--- config.mk ---
export PLATFORM = sky130hd
export DESIGN_NAME = hvac_zone_arbiter_flat
export DESIGN_NICKNAME = d
export VERILOG_FILES = /design/src/rtl/hvac_zone_if.sv /design/src/rtl/hvac_zone_arbiter.sv /design/src/flat_wrapper.sv
export SDC_FILE = /design/constraint.sdc
export NUM_CORES = 1
export LEC_CHECK = 0
export CAP_MARGIN = 20
export CELL_PAD_IN_SITES_DETAIL_PLACEMENT = 0
export CELL_PAD_IN_SITES_GLOBAL_PLACEMENT = 2
export CORE_MARGIN = 3
export CORE_UTILIZATION = 34
export DETAILED_ROUTE_END_ITERATION = 8
export PLACE_DENSITY = 0.85
export SYNTH_ARGS = -nofsm -noshare
export SYNTH_HDL_FRONTEND = slang
export SYNTH_SLANG_ARGS = --single-unit
--- constraint.sdc ---
create_clock -name clk -period 2.5 [get_ports clk]
set_input_delay 0.75 -clock clk [delete_from_list [all_inputs] [get_ports clk]]
set_output_delay 0.75 -clock clk [all_outputs]
set_load 0.02 [all_outputs]
--- src/rtl/hvac_zone_if.sv ---
// hvac_zone_if
// Bundles the zone-request / actuator-grant signals of the HVAC zone arbiter.
//   heat_req, cool_req : per-zone level requests from the zone thermostat controllers
//   grant              : one-hot granted zone, all-zero when the actuator is free
//   zone_id            : index of the granted zone, 0 when none
//   heat_on, cool_on   : actuator drives, never both high
//   busy               : arbiter is not idle (running or in dead time)
// Modports:
//   master : the zone-controller side, drives requests and observes the grant
//   slave  : the arbiter side, consumes requests and drives grant/actuator
interface hvac_zone_if #(
    parameter int N_ZONES = 4
);
    logic [N_ZONES-1:0] heat_req;
    logic [N_ZONES-1:0] cool_req;
    logic [N_ZONES-1:0] grant;
    logic [2:0]         zone_id;
    logic               heat_on;
    logic               cool_on;
    logic               busy;

    modport master (
        output heat_req, cool_req,
        input  grant, zone_id, heat_on, cool_on, busy
    );

    modport slave (
        input  heat_req, cool_req,
        output grant, zone_id, heat_on, cool_on, busy
    );
endinterface

--- src/rtl/hvac_zone_arbiter.sv ---
// hvac_zone_arbiter
// Shares one greenhouse heater/cooler actuator between N_ZONES zone thermostats.
// One zone holds the actuator at a time, chosen round-robin. A grant is held for
// at least MIN_ON cycles; after MAX_ON cycles of running, another waiting zone
// may take over. Every hand-over passes through DEAD cycles of fully-off actuator
// plus one arbitration cycle.
// Ports:
//   clk  : clock, all state updates on the rising edge
//   rst  : synchronous active-high reset
//   bus  : hvac_zone_if.slave -- requests in; grant, zone_id, heat_on, cool_on,
//          busy out (all registered; busy decodes the registered state)
module hvac_zone_arbiter #(
    parameter int N_ZONES = 4,
    parameter int MIN_ON  = 16,
    parameter int MAX_ON  = 256,
    parameter int DEAD    = 8,
    parameter int CNT_W   = 9
) (
    input  logic       clk,
    input  logic       rst,
    hvac_zone_if.slave bus
);

    typedef enum logic [1:0] {
        ST_IDLE = 2'd0,
        ST_RUN  = 2'd1,
        ST_DEAD = 2'd2
    } state_t;

    localparam logic [CNT_W-1:0] MIN_LAST  = CNT_W'(MIN_ON - 1);
    localparam logic [CNT_W-1:0] MAX_LAST  = CNT_W'(MAX_ON - 1);
    localparam logic [CNT_W-1:0] DEAD_LAST = CNT_W'(DEAD - 1);
    localparam logic [2:0]       LAST_ZONE = 3'(N_ZONES - 1);

    state_t             state_q, state_d;
    logic [2:0]         rr_q, rr_d;
    logic [CNT_W-1:0]   run_cnt_q, run_cnt_d;
    logic [CNT_W-1:0]   dead_cnt_q, dead_cnt_d;
    logic [N_ZONES-1:0] grant_q, grant_d;
    logic [2:0]         zone_id_q, zone_id_d;
    logic               heat_on_q, heat_on_d;
    logic               cool_on_q, cool_on_d;
    logic               mode_heat_q, mode_heat_d;

    // A zone asking for heat and cool at once is in conflict and counts as idle.
    logic [N_ZONES-1:0] valid;
    assign valid = bus.heat_req ^ bus.cool_req;

    // Round-robin pick: lowest valid index at or above rr_q, otherwise the lowest
    // valid index overall (the wrap-around case). The loop runs downward so the
    // last hit is the lowest index.
    logic               hi_found;
    logic [2:0]         hi_idx;
    logic [2:0]         any_idx;
    logic [2:0]         pick_idx;
    logic [N_ZONES-1:0] pick_onehot;
    logic               pick_heat;

    always_comb begin
        hi_found = 1'b0;
        hi_idx   = 3'd0;
        any_idx  = 3'd0;
        for (int i = N_ZONES - 1; i >= 0; i--) begin
            if (valid[i]) begin
                any_idx = 3'(i);
                if (3'(i) >= rr_q) begin
                    hi_found = 1'b1;
                    hi_idx   = 3'(i);
                end
            end
        end
        pick_idx    = hi_found ? hi_idx : any_idx;
        pick_onehot = N_ZONES'(1) << pick_idx;
        pick_heat   = |(pick_onehot & bus.heat_req);
    end

    // The granted zone keeps the actuator only while it still cleanly asks for
    // the mode latched at grant time; a flip to the other mode is a drop.
    logic still_req;
    logic others_waiting;
    logic release_now;

    always_comb begin
        if (mode_heat_q) begin
            still_req = |(grant_q & bus.heat_req & ~bus.cool_req);
        end else begin
            still_req = |(grant_q & bus.cool_req & ~bus.heat_req);
        end
        others_waiting = |(valid & ~grant_q);
        release_now    = ((run_cnt_q >= MIN_LAST) && !still_req) ||
                         ((run_cnt_q == MAX_LAST) && others_waiting);
    end

    always_comb begin
        state_d     = state_q;
        rr_d        = rr_q;
        run_cnt_d   = run_cnt_q;
        dead_cnt_d  = dead_cnt_q;
        grant_d     = grant_q;
        zone_id_d   = zone_id_q;
        heat_on_d   = heat_on_q;
        cool_on_d   = cool_on_q;
        mode_heat_d = mode_heat_q;

        case (state_q)
            ST_IDLE: begin
                if (|valid) begin
                    state_d     = ST_RUN;
                    grant_d     = pick_onehot;
                    zone_id_d   = pick_idx;
                    mode_heat_d = pick_heat;
                    heat_on_d   = pick_heat;
                    cool_on_d   = !pick_heat;
                    run_cnt_d   = '0;
                end
            end

            ST_RUN: begin
                if (release_now) begin
                    state_d    = ST_DEAD;
                    grant_d    = '0;
                    zone_id_d  = 3'd0;
                    heat_on_d  = 1'b0;
                    cool_on_d  = 1'b0;
                    dead_cnt_d = '0;
                    rr_d       = (zone_id_q == LAST_ZONE) ? 3'd0 : zone_id_q + 3'd1;
                end else if (run_cnt_q != MAX_LAST) begin
                    // Saturate so a lone requester can run indefinitely while
                    // the fairness check stays armed.
                    run_cnt_d = run_cnt_q + 1'b1;
                end
            end

            ST_DEAD: begin
                if (dead_cnt_q == DEAD_LAST) begin
                    state_d = ST_IDLE;
                end else begin
                    dead_cnt_d = dead_cnt_q + 1'b1;
                end
            end

            default: begin
                state_d = ST_IDLE;
            end
        endcase
    end

    // Reset clears everything at once: no dead time is enforced across reset.
    always_ff @(posedge clk) begin
        if (rst) begin
            state_q     <= ST_IDLE;
            rr_q        <= 3'd0;
            run_cnt_q   <= '0;
            dead_cnt_q  <= '0;
            grant_q     <= '0;
            zone_id_q   <= 3'd0;
            heat_on_q   <= 1'b0;
            cool_on_q   <= 1'b0;
            mode_heat_q <= 1'b0;
        end else begin
            state_q     <= state_d;
            rr_q        <= rr_d;
            run_cnt_q   <= run_cnt_d;
            dead_cnt_q  <= dead_cnt_d;
            grant_q     <= grant_d;
            zone_id_q   <= zone_id_d;
            heat_on_q   <= heat_on_d;
            cool_on_q   <= cool_on_d;
            mode_heat_q <= mode_heat_d;
        end
    end

    assign bus.grant   = grant_q;
    assign bus.zone_id = zone_id_q;
    assign bus.heat_on = heat_on_q;
    assign bus.cool_on = cool_on_q;
    assign bus.busy    = (state_q != ST_IDLE);

endmodule

--- src/flat_wrapper.sv ---
// flat-port wrapper written by rule: the top's interface ports become plain ports
module hvac_zone_arbiter_flat 
#(
    parameter int N_ZONES = 4,
    parameter int MIN_ON  = 16,
    parameter int MAX_ON  = 256,
    parameter int DEAD    = 8,
    parameter int CNT_W   = 9
)
  (clk, rst, bus_heat_req, bus_cool_req, bus_grant, bus_zone_id, bus_heat_on, bus_cool_on, bus_busy);
  hvac_zone_if #(.N_ZONES(N_ZONES)) bus_i ();
  input  logic clk;
  input  logic rst;
  input wire logic [$bits(bus_i.heat_req)-1:0] bus_heat_req;
  input wire logic [$bits(bus_i.cool_req)-1:0] bus_cool_req;
  output wire logic [$bits(bus_i.grant)-1:0] bus_grant;
  output wire logic [$bits(bus_i.zone_id)-1:0] bus_zone_id;
  output wire logic [$bits(bus_i.heat_on)-1:0] bus_heat_on;
  output wire logic [$bits(bus_i.cool_on)-1:0] bus_cool_on;
  output wire logic [$bits(bus_i.busy)-1:0] bus_busy;
  assign bus_i.heat_req = bus_heat_req;
  assign bus_i.cool_req = bus_cool_req;
  assign bus_grant = bus_i.grant;
  assign bus_zone_id = bus_i.zone_id;
  assign bus_heat_on = bus_i.heat_on;
  assign bus_cool_on = bus_i.cool_on;
  assign bus_busy = bus_i.busy;
  hvac_zone_arbiter #(.N_ZONES(N_ZONES), .MIN_ON(MIN_ON), .MAX_ON(MAX_ON), .DEAD(DEAD), .CNT_W(CNT_W)) u_core (.clk(clk), .rst(rst), .bus(bus_i));
endmodule
## Yosys cells after proc, flatten, opt, wreduce, memory -nomap -nowiden

Index checks and enable logic that the tools add are counted.

| storage, ports and cells | value |
|---|---|
| flip-flop bits (word level) | 33 |
| output and inout port bits | 10 |
| logic and storage cells | 105 |
| input port bits | 10 |

| cells by class | value |
|---|---|
| bitwise operators | 10 |
| shift-type cells | 1 |
| reduce and logical (&&, ||, !) cells | 20 |
| add/sub/neg operators | 3 |
| equal/unequal tests | 12 |
| multiplexer cells | 45 |
| magnitude comparators | 5 |

Operator list:

| cell | number |
|---|---|
| $mux W9 | 5 |
| $pmux W9 S2 | 2 |
| $mux W3 | 11 |
| $and A4 B4 Y4 | 6 |
| $reduce_or A4 Y1 | 5 |
| $add A9 B1 Y9 const B | 2 |
| $mux W2 | 8 |
| $mux W1 | 12 |
| $not A4 Y4 | 3 |
| $eq A9 B3 Y1 const B | 1 |
| $eq A9 B8 Y1 const B | 1 |
| $ge A9 B4 Y1 const B | 1 |
| $ne A9 B8 Y1 const B | 1 |
| $reduce_and A3 Y1 | 3 |
| $mux W4 | 2 |
| $ne A2 B1 Y1 const B | 4 |
| $pmux W4 S2 | 1 |
| $ge A1 B3 Y1 const A | 2 |
| $ge A2 B3 Y1 const A | 2 |
| $pmux W2 S3 | 1 |
| $pmux W3 S2 | 1 |
| $reduce_bool A2 Y1 | 3 |
| $ne A2 B2 Y1 const B | 2 |
| $pmux W1 S2 | 2 |
| 12 further kinds | 15 |

## Logic depth before layout (Yosys ltp)

Gate-level depths: netlist of run 1.

| depth | value |
|---|---|
| word-level depth | 16 |
| mapped depth | 9 |
| depth with buffers taken out | 8 |

## Least setup slack after synthesis of run 1

Ideal clock, no wire load.

| timing | value |
|---|---|
| path type | input to register |
| start | in bus_cool_req[2] |
| end | reg u_core.cool_on_q, in the netlist u_core.bus.cool_on |
| required time | 2.383 ns |
| stages on the path | 6 |
| path buffers | 0 |
| setup slack | 0.272 ns |
| setup time | 0.117 ns |
| arrival time | 2.111 ns |
| path through | xnor2_1 > o21ai_0 > a211oi_2 > mux2i_1 > mux2_2 > a32o_1 |

| between the ends | value |
|---|---|
| longest elaborated chain between the ends | 13 |
| elaborated cells between the ends (all ways) | 38 |
| those cells by class | 2 x eq/ne; 1 x shift; 17 x mux; 7 x bitwise; 11 x reduce/logical |

Ends and longest elaborated chain:

| what | RTL line | text |
|---|---|---|
| start: declaration | flat_wrapper.sv:15 | `input wire logic [$bits(bus_i.cool_req)-1:0] bus_cool_req;` |
| $xor A4 B4 Y4 | hvac_zone_arbiter.sv:47 | `assign valid = bus.heat_req ^ bus.cool_req;` |
| $mux W3 or $mux W1 (tied branches) | hvac_zone_arbiter.sv:64 | `if (valid[i]) begin` |
| $mux W3 or $mux W1 (tied branches) | hvac_zone_arbiter.sv:66 | `if (3'(i) >= rr_q) begin` |
| $mux W3 or $mux W1 (tied branches) | hvac_zone_arbiter.sv:64 |  |
| $mux W3 or $mux W1 (tied branches) | hvac_zone_arbiter.sv:66 |  |
| $mux W3 or $mux W1 (tied branches) | hvac_zone_arbiter.sv:64 |  |
| $mux W3 | hvac_zone_arbiter.sv:72 | `pick_idx = hi_found ? hi_idx : any_idx;` |
| $shl A1 B3 Y4 | hvac_zone_arbiter.sv:73 | `pick_onehot = N_ZONES'(1) << pick_idx;` |
| $and A4 B4 Y4 | hvac_zone_arbiter.sv:74 | `pick_heat = \|(pick_onehot & bus.heat_req);` |
| $reduce_or A4 Y1 | hvac_zone_arbiter.sv:74 |  |
| $logic_not A1 Y1 | hvac_zone_arbiter.sv:113 | `cool_on_d = !pick_heat;` |
| $mux W1 | hvac_zone_arbiter.sv:107 | `if (\|valid) begin` |
| $pmux W1 S2 | hvac_zone_arbiter.sv:105 | `case (state_q)` |
| end signal: assignment | hvac_zone_arbiter.sv:168 | `cool_on_q <= cool_on_d;` |
| end: declaration | hvac_zone_arbiter.sv:42 | `logic cool_on_q, cool_on_d;` |

Several ways; a longest one is shown, not always the timed one. The select of a mux whose other input is x is not followed.
A chain may end at the register's enable or synchronous reset.

## Final worst setup path of run 1

| timing | value |
|---|---|
| start | in bus_cool_req[3] |
| end | reg u_core.heat_on_q, in the netlist u_core.bus.heat_on |

| between the ends | value |
|---|---|
| longest elaborated chain between the ends | 14 |
| elaborated cells between the ends (all ways) | 42 |
| those cells by class | 2 x eq/ne; 1 x shift; 22 x mux; 7 x bitwise; 10 x reduce/logical |

Ends and longest elaborated chain:

| what | RTL line | text |
|---|---|---|
| $xor A4 B4 Y4 | hvac_zone_arbiter.sv:47 |  |
| $mux W3 or $mux W1 (tied branches) | hvac_zone_arbiter.sv:64 |  |
| $mux W3 or $mux W1 (tied branches) | hvac_zone_arbiter.sv:66 |  |
| $mux W3 or $mux W1 (tied branches) | hvac_zone_arbiter.sv:64 |  |
| $mux W3 or $mux W1 (tied branches) | hvac_zone_arbiter.sv:66 |  |
| $mux W3 or $mux W1 (tied branches) | hvac_zone_arbiter.sv:64 |  |
| $mux W3 or $mux W1 (tied branches) | hvac_zone_arbiter.sv:66 |  |
| $mux W3 or $mux W1 (tied branches) | hvac_zone_arbiter.sv:64 |  |
| $mux W3 | hvac_zone_arbiter.sv:72 |  |
| $shl A1 B3 Y4 | hvac_zone_arbiter.sv:73 |  |
| $and A4 B4 Y4 | hvac_zone_arbiter.sv:74 |  |
| $reduce_or A4 Y1 | hvac_zone_arbiter.sv:74 |  |
| $mux W1 | hvac_zone_arbiter.sv:107 |  |
| $pmux W1 S2 | hvac_zone_arbiter.sv:105 |  |
| end signal: assignment | hvac_zone_arbiter.sv:167 | `heat_on_q <= heat_on_d;` |
| end: declaration | hvac_zone_arbiter.sv:41 | `logic heat_on_q, heat_on_d;` |

Several ways; a longest one is shown, not always the timed one. The select of a mux whose other input is x is not followed.

==> reports/results.ini, run 1 <==
[synth]
synth-adder-area-share_pct=2.76
mappedNetlistArea_sq_um=1810
synth_edf_count=0
yosys_warnings=0
synth_mux_area_share_pct=4.49
netlist.area_leader.share_pct=34.3
synth-async-reset-ratio_pct=0
ys.flop_type=dfxtp_1
ys_seq_area_share_pct=34.3
yosys_register_bits=31
postSynthAreaPerCell_sq_um=8.54
synth_nets=226
synth_compound_area_share_pct=22.5
synth_xor_area_share_pct=5.32
synth_top_family_by_area=simple AND/OR/NAND/NOR gates
synth_simple_gate_area_share_pct=27.0
synth_area_leaders=dfxtp_1, mux2i_1, nand2_1
yosys.area.top_type=dfxtp_1
ys_types=52
synthCells=212

[detailed_routing]
vias_per_cell=5.28
routed_wl_mm=4.79
drc=0
ant_nets=0
post_drt_wl_per_cell_um=14.0
dr.pass1.iters=4
drt_iter0_drc=114
wl_met2_mm=2.14
top_layer=met4
dr_wl_met3_um=140
wl_met1_mm=2.48
vias=1807

[clock_tree]
clock_path_buffers=2
numCtsBuffers=5
cts.sinks=31
ctsHoldBuffers=0
cts_tree=built
cts_max_level=2
clockRootBuffer=clkbuf_8
clkTransAtPathRegs_ns=0.07
insertion_delay_ns=0.28

[layout]
insertedDiodeCount=0
layout.cells.most_common=buf_4
stdcell_count=342
final_cell_mix=buf_4, dfxtp_1, nand2_1
syn2layout_area_growth_pct=39.0
final_nets=288
drive_gt1_share_pct=25.8

[floorplanning]
start_util_pct=36.6
ios=20
std_cell_rows=25
die-area_sq_um=6240
chipWidth_um=79.0
core-area_sq_um=4940
fp.dieH_um=79.0

[global_routing]
grt_max_degree=13
grt_overflow=0
first_global_vias=1711
grt_pass1_wl_mm=8.27
grt.total_usage_pct=16.3
antenna_found_initial=0

[worst_hold_path]
holdPathEnd=u_core.run_cnt_q[7]
min_from=u_core.run_cnt_q[7]
hold_path_depth=2
hold_class=flop to flop

[pwr]
pwr-share-clk_pct=38.8
power.leakage_uw=0.000986
ir_worst_vdd_uv=293
combPwrFrac_pct=21.0
power_density_nw_per_um2=524
power_frac_seq_pct=40.2
switchingPower_uw=340
power.share.switching_pct=25.8
p_int_uw=979

[timing]
hold_slack_ns=0.483
fin_crit_ns=2.45
finClkSkew_ns=0.00630
final.setup.tns_ns=0
fin_crit_sh_pct=97.9
finalSetupViolations=0
rsz0062_at_grt=yes
fmax_mhz=409
fin_ws_ns=0.0537
hold_viol=0
maxSlewViolCount=0

[run]
cap_viol_max_count=0

[setup_path]
worst-setup-path-type=input pin to flop
rr_endpoint=u_core.dead_cnt_q[5]
required_ns=2.68
crit_path_end_kind=flop
worst_r2r_path_depth=5
path_max_fanout=3
setup.worst_path.start=bus_cool_req[3]
arrival_ns=2.63
crit-reg2reg-launch=u_core.dead_cnt_q[4]
critPathLaunchType=input pin
rrSetupSlack_ns=0.23

[placed_design]
finalWeightedCongestion=0.813
place_ws_ns=-0.515
dp.final_hpwl_mm=3.64
io_buffers=18
placed_cells=334

[outcome]
status=finished, final reports clean

[area by class of cell]
cell class	instances	area, sq um
timing repair buffer	61	490
multi-input combinational	167	1170
fill	511	2430
clock buffer	6	82.6
clock inverter	2	35.0
inverter	8	30.0
tap	67	83.8
sequential	31	621
[metal layers]
metal / vias up / global-route usage (%)
met5: - / 0
met4: 0 / 3.61
met3: 7 / 3.63
met2: 23 / 25.8
met1: 855 / 22.8
li1: 922 / -
[worst max path at each step]
stage | to | slack [ns]
after floorplan | u_core.bus.cool_on | 0.27
after global placement | u_core.dead_cnt_q[7] | -0.51
after detailed placement | u_core.dead_cnt_q[5] | -0.51
after CTS | u_core.bus.cool_on | 0.06
after global routing | u_core.bus.heat_on | -0.02
final | u_core.bus.heat_on | 0.05
[power groups by stage]
stage	combinational (uW)	sequential, uW	clock, uW
2_1_floorplan	110	550	0
3_3_place_gp	267	540	0
3_5_place_dp	266	540	0
4_1_cts	274	529	526
5_1_grt	302	532	547
6_report	277	530	512
[flip-flops by register name, indices dropped and copies added, names as in the netlist]
| name | cells |
|---|---|
| u_core.dead_cnt_q | 9 |
| u_core.run_cnt_q | 9 |
| u_core.bus.grant | 4 |
| u_core.bus.zone_id | 2 |
| u_core.rr_q | 2 |
| u_core.state_q | 2 |
| u_core.bus.cool_on | 1 |
| u_core.bus.heat_on | 1 |
| u_core.mode_heat_q | 1 |
[synthesized netlist by cell type, types with 4 or more instances]
| cell | number |
|---|---|
| nand4_1 | 7 |
| nor2_1 | 12 |
| a21oi_1 | 6 |
| dfxtp_1 | 31 |
| o31ai_1 | 5 |
| or4_1 | 5 |
| nand3b_1 | 8 |
| o22ai_1 | 7 |
| xor2_1 | 7 |
| ha_1 | 4 |
| nor3_1 | 8 |
| o21ai_0 | 9 |
| nand2_1 | 18 |
| mux2i_1 | 7 |
| nand3_1 | 9 |
| clkbuf_1 | 4 |
| inv_1 | 8 |
| xnor2_1 | 4 |
[cell families after synthesis]
| kind of cell | Yosys count |
|---|---|
| buffers and inverters | 14 |
| adder cells (fa/ha/maj) | 4 |
| multiplexers | 8 |
| AND/OR/NAND/NOR | 88 |
| XOR/XNOR | 11 |
| flip-flops | 31 |
| other | 1 |
| AO/OA/AOI/OAI | 55 |
[through the flow]
stage | instance area, sq um | total power, uW | util, %
2_1_floorplan | 1810 | 661 | -
3_3_place_gp | 2360 | 807 | 47.8
3_5_place_dp | 2360 | 806 | 47.8
4_1_cts | 2500 | 1330 | 50.6
5_1_grt | 2520 | 1380 | 50.9
6_report | 2520 | 1320 | 50.9
[critical path, stage by stage]
cell,delay [ns]
dlygate4sd2_1,0.26
buf_4,0.15
xnor2_2,0.14
buf_4,0.15
and3_1,0.17
a211oi_2,0.23
buf_4,0.18
mux2i_2,0.25
o22ai_1,0.12
a31o_2,0.22
[timing repair]
item                                    CTS  global route
gates resized for setup                  13             7
endpoints found under the setup margin   16            18
pin swaps                                 7             1
setup buffers                             1             0
Note: power is estimated with default switching activity, not from simulation.
==> run 2, diff against run 1 <==
--- a/config.mk
+++ b/config.mk
@@ -9,9 +9,10 @@
 export CELL_PAD_IN_SITES_DETAIL_PLACEMENT = 0
 export CELL_PAD_IN_SITES_GLOBAL_PLACEMENT = 2
 export CORE_MARGIN = 3
-export CORE_UTILIZATION = 34
+export CORE_UTILIZATION = 35
+export CTS_BUF_LIST = sky130_fd_sc_hd__clkbuf_4
 export DETAILED_ROUTE_END_ITERATION = 8
-export PLACE_DENSITY = 0.85
+export PLACE_DENSITY = 0.87
 export SYNTH_ARGS = -nofsm -noshare
 export SYNTH_HDL_FRONTEND = slang
 export SYNTH_SLANG_ARGS = --single-unit
==> constraint.sdc (replaced) <==
create_clock -name clk -period 3.1 [get_ports clk]
set_input_delay 0.93 -clock clk [delete_from_list [all_inputs] [get_ports clk]]
set_output_delay 0.93 -clock clk [all_outputs]
set_load 0.02 [all_outputs]
==> run 2 against run 1 <==
- highest routed layer unchanged
- critical path type unchanged
- wire length down 8.3%
- clock power down 40%
- non-clock buffer count down 14
- first-iteration DRC count down 18%
- cell count down 4.1%
- sequential power down 19%
- total power down 29%
- register-to-register slack better by 0.30 ns
- count of clock-buffer cells in the layout down 1
- sequential share of layout area up 1.9 points
==> reports/results.ini, run 2 (same netlist as run 1, synthesis figures left out) <==
[detailed_routing]
ant_nets=0
vias=1709
drc=0
vias_per_cell=5.21
drt_iter0_drc=93
dr.pass1.iters=4
post_drt_wl_per_cell_um=13.4
routed_wl_mm=4.39

[clock_tree]
cts_max_level=2
numCtsBuffers=5
cts_tree=built
cts_resized=0
ctsHoldBuffers=0
cts.sinks=31
clockRootBuffer=clkbuf_4
clkTransAtPathRegs_ns=0.10
cts_setup_buffers=0
insertion_delay_ns=0.33
clock_path_buffers=2

[timing]
fin_crit_ns=2.85
rsz0062_at_grt=no
finalSetupViolations=0
fin_ws_ns=0.248
finClkSkew_ns=0.0108
hold_viol=0
relSlewSlack_pct=60.9
fin_crit_sh_pct=92.0
maxSlewViolCount=0
tightestPinTransition_ns=0.581
fmax_mhz=351

[placed_design]
place_ws_ns=-0.0877
placed_area_sq_um=2260
finalWeightedCongestion=0.802
io_buffers=18
dp.final_hpwl_mm=3.47

[layout]
fin_area_sq_um=2330
drive_gt1_share_pct=18.0
layout.cells.most_common=dfxtp_1
final_nets=274
syn2layout_area_growth_pct=29.0
final_cell_mix=dfxtp_1, buf_4, nand2_1, clkdlybuf4s50_1, nor2_1
insertedDiodeCount=0

[floorplanning]
ios=20
chipWidth_um=77.9
fp.dieH_um=77.9
start_util_pct=37.3
std_cell_rows=25
core-area_sq_um=4850
die-area_sq_um=6070

[pwr]
ir_worst_vdd_uv=255
power.leakage_uw=0.000870
power_density_nw_per_um2=401

[worst_hold_path]
hold_class=flop to flop
min_from=u_core.run_cnt_q[7]

[global_routing]
antenna_found_initial=0
grt_pass1_wl_mm=7.53
grt_max_degree=13
grt_overflow=0
grt.total_usage_pct=15.4
first_global_vias=1563

[setup_path]
crit-reg2reg-launch=u_core.run_cnt_q[0]
setup.worst_path.start=bus_cool_req[3]
critPathLaunchType=input pin
path_max_fanout=12
worst-setup-path-type=input pin to flop
required_ns=3.37
crit_path_end_kind=flop
arrival_ns=3.12

[outcome]
status=finished, final reports clean

[run]
cap_viol_max_count=0

## run 2: cell count changes in the layout (fill, tap and decap cells not counted), sizes merged
cell	previous run	this run
clkdlybuf4s50	10	18
clkinv	1	2
clkdlybuf4s15	1	0
dlygate4sd2	6	0
clkbuf	7	5
buf	43	29
## run 2: stage by stage
stage	std cells	total power [uW]	TNS (ns)	utilization (%)	hold slack, ns
global placement	320	637	-0.312	46.6	0.468
finish	328	936	0	48.2	0.483
CTS	328	951	0	48.2	0.483
global route	328	988	0	48.2	0.493
floorplan	212	533	0	-	0.440
detailed placement	320	635	-0.193	46.6	0.469
## run 2: worst paths after layout
kind | to | slack, ns | cells after the start
worst min-delay path | u_core.run_cnt_q[7] | 0.48 | 2
worst max register to register | u_core.dead_cnt_q[7] | 0.53 | 9
worst min register to register | u_core.run_cnt_q[7] | 0.48 | 2
worst max-delay path | u_core.dead_cnt_q[7] | 0.25 | 9
## run 2: power by group
| part | switching, uW | internal (uW) | leakage [uW] | total [uW] |
|---|---|---|---|---|
| clock network | 143 | 166 | 0.0000426 | 309 |
| registers | 15.4 | 412 | 0.000251 | 428 |
| logic | 97.6 | 102 | 0.000576 | 199 |
| total | 256 | 680 | 0.000870 | 936 |
## run 2: worst max-delay path, stage by stage
cell,delay (ns)
clkdlybuf4s50_1,0.53
nand3b_1,0.15
nand3_1,0.10
o22ai_1,0.20
buf_4,0.16
a211oi_2,0.06
buf_4,0.17
or4_2,0.66
a21boi_2,0.15
## run 2: final cells by class
cell class,instances,area (sq um)
Inverter,8,30.0
Fill cell,482,2510
Multi-Input combinational cell,167,1130
Tap cell,67,83.8
Clock buffer,5,37.5
Timing Repair Buffer,47,398
Clock inverter,3,38.8
Sequential cell,31,621
## run 2: layer usage
metal / GRT usage, % / wire [um] / up-vias
met1: 23.8 / 2390 / 794
met2: 20.7 / 1890 / 16
met4: 4.72 / 22 / 0
li1: - / - / 897
met5: 0 / 0 / -
met3: 3.71 / 96 / 2
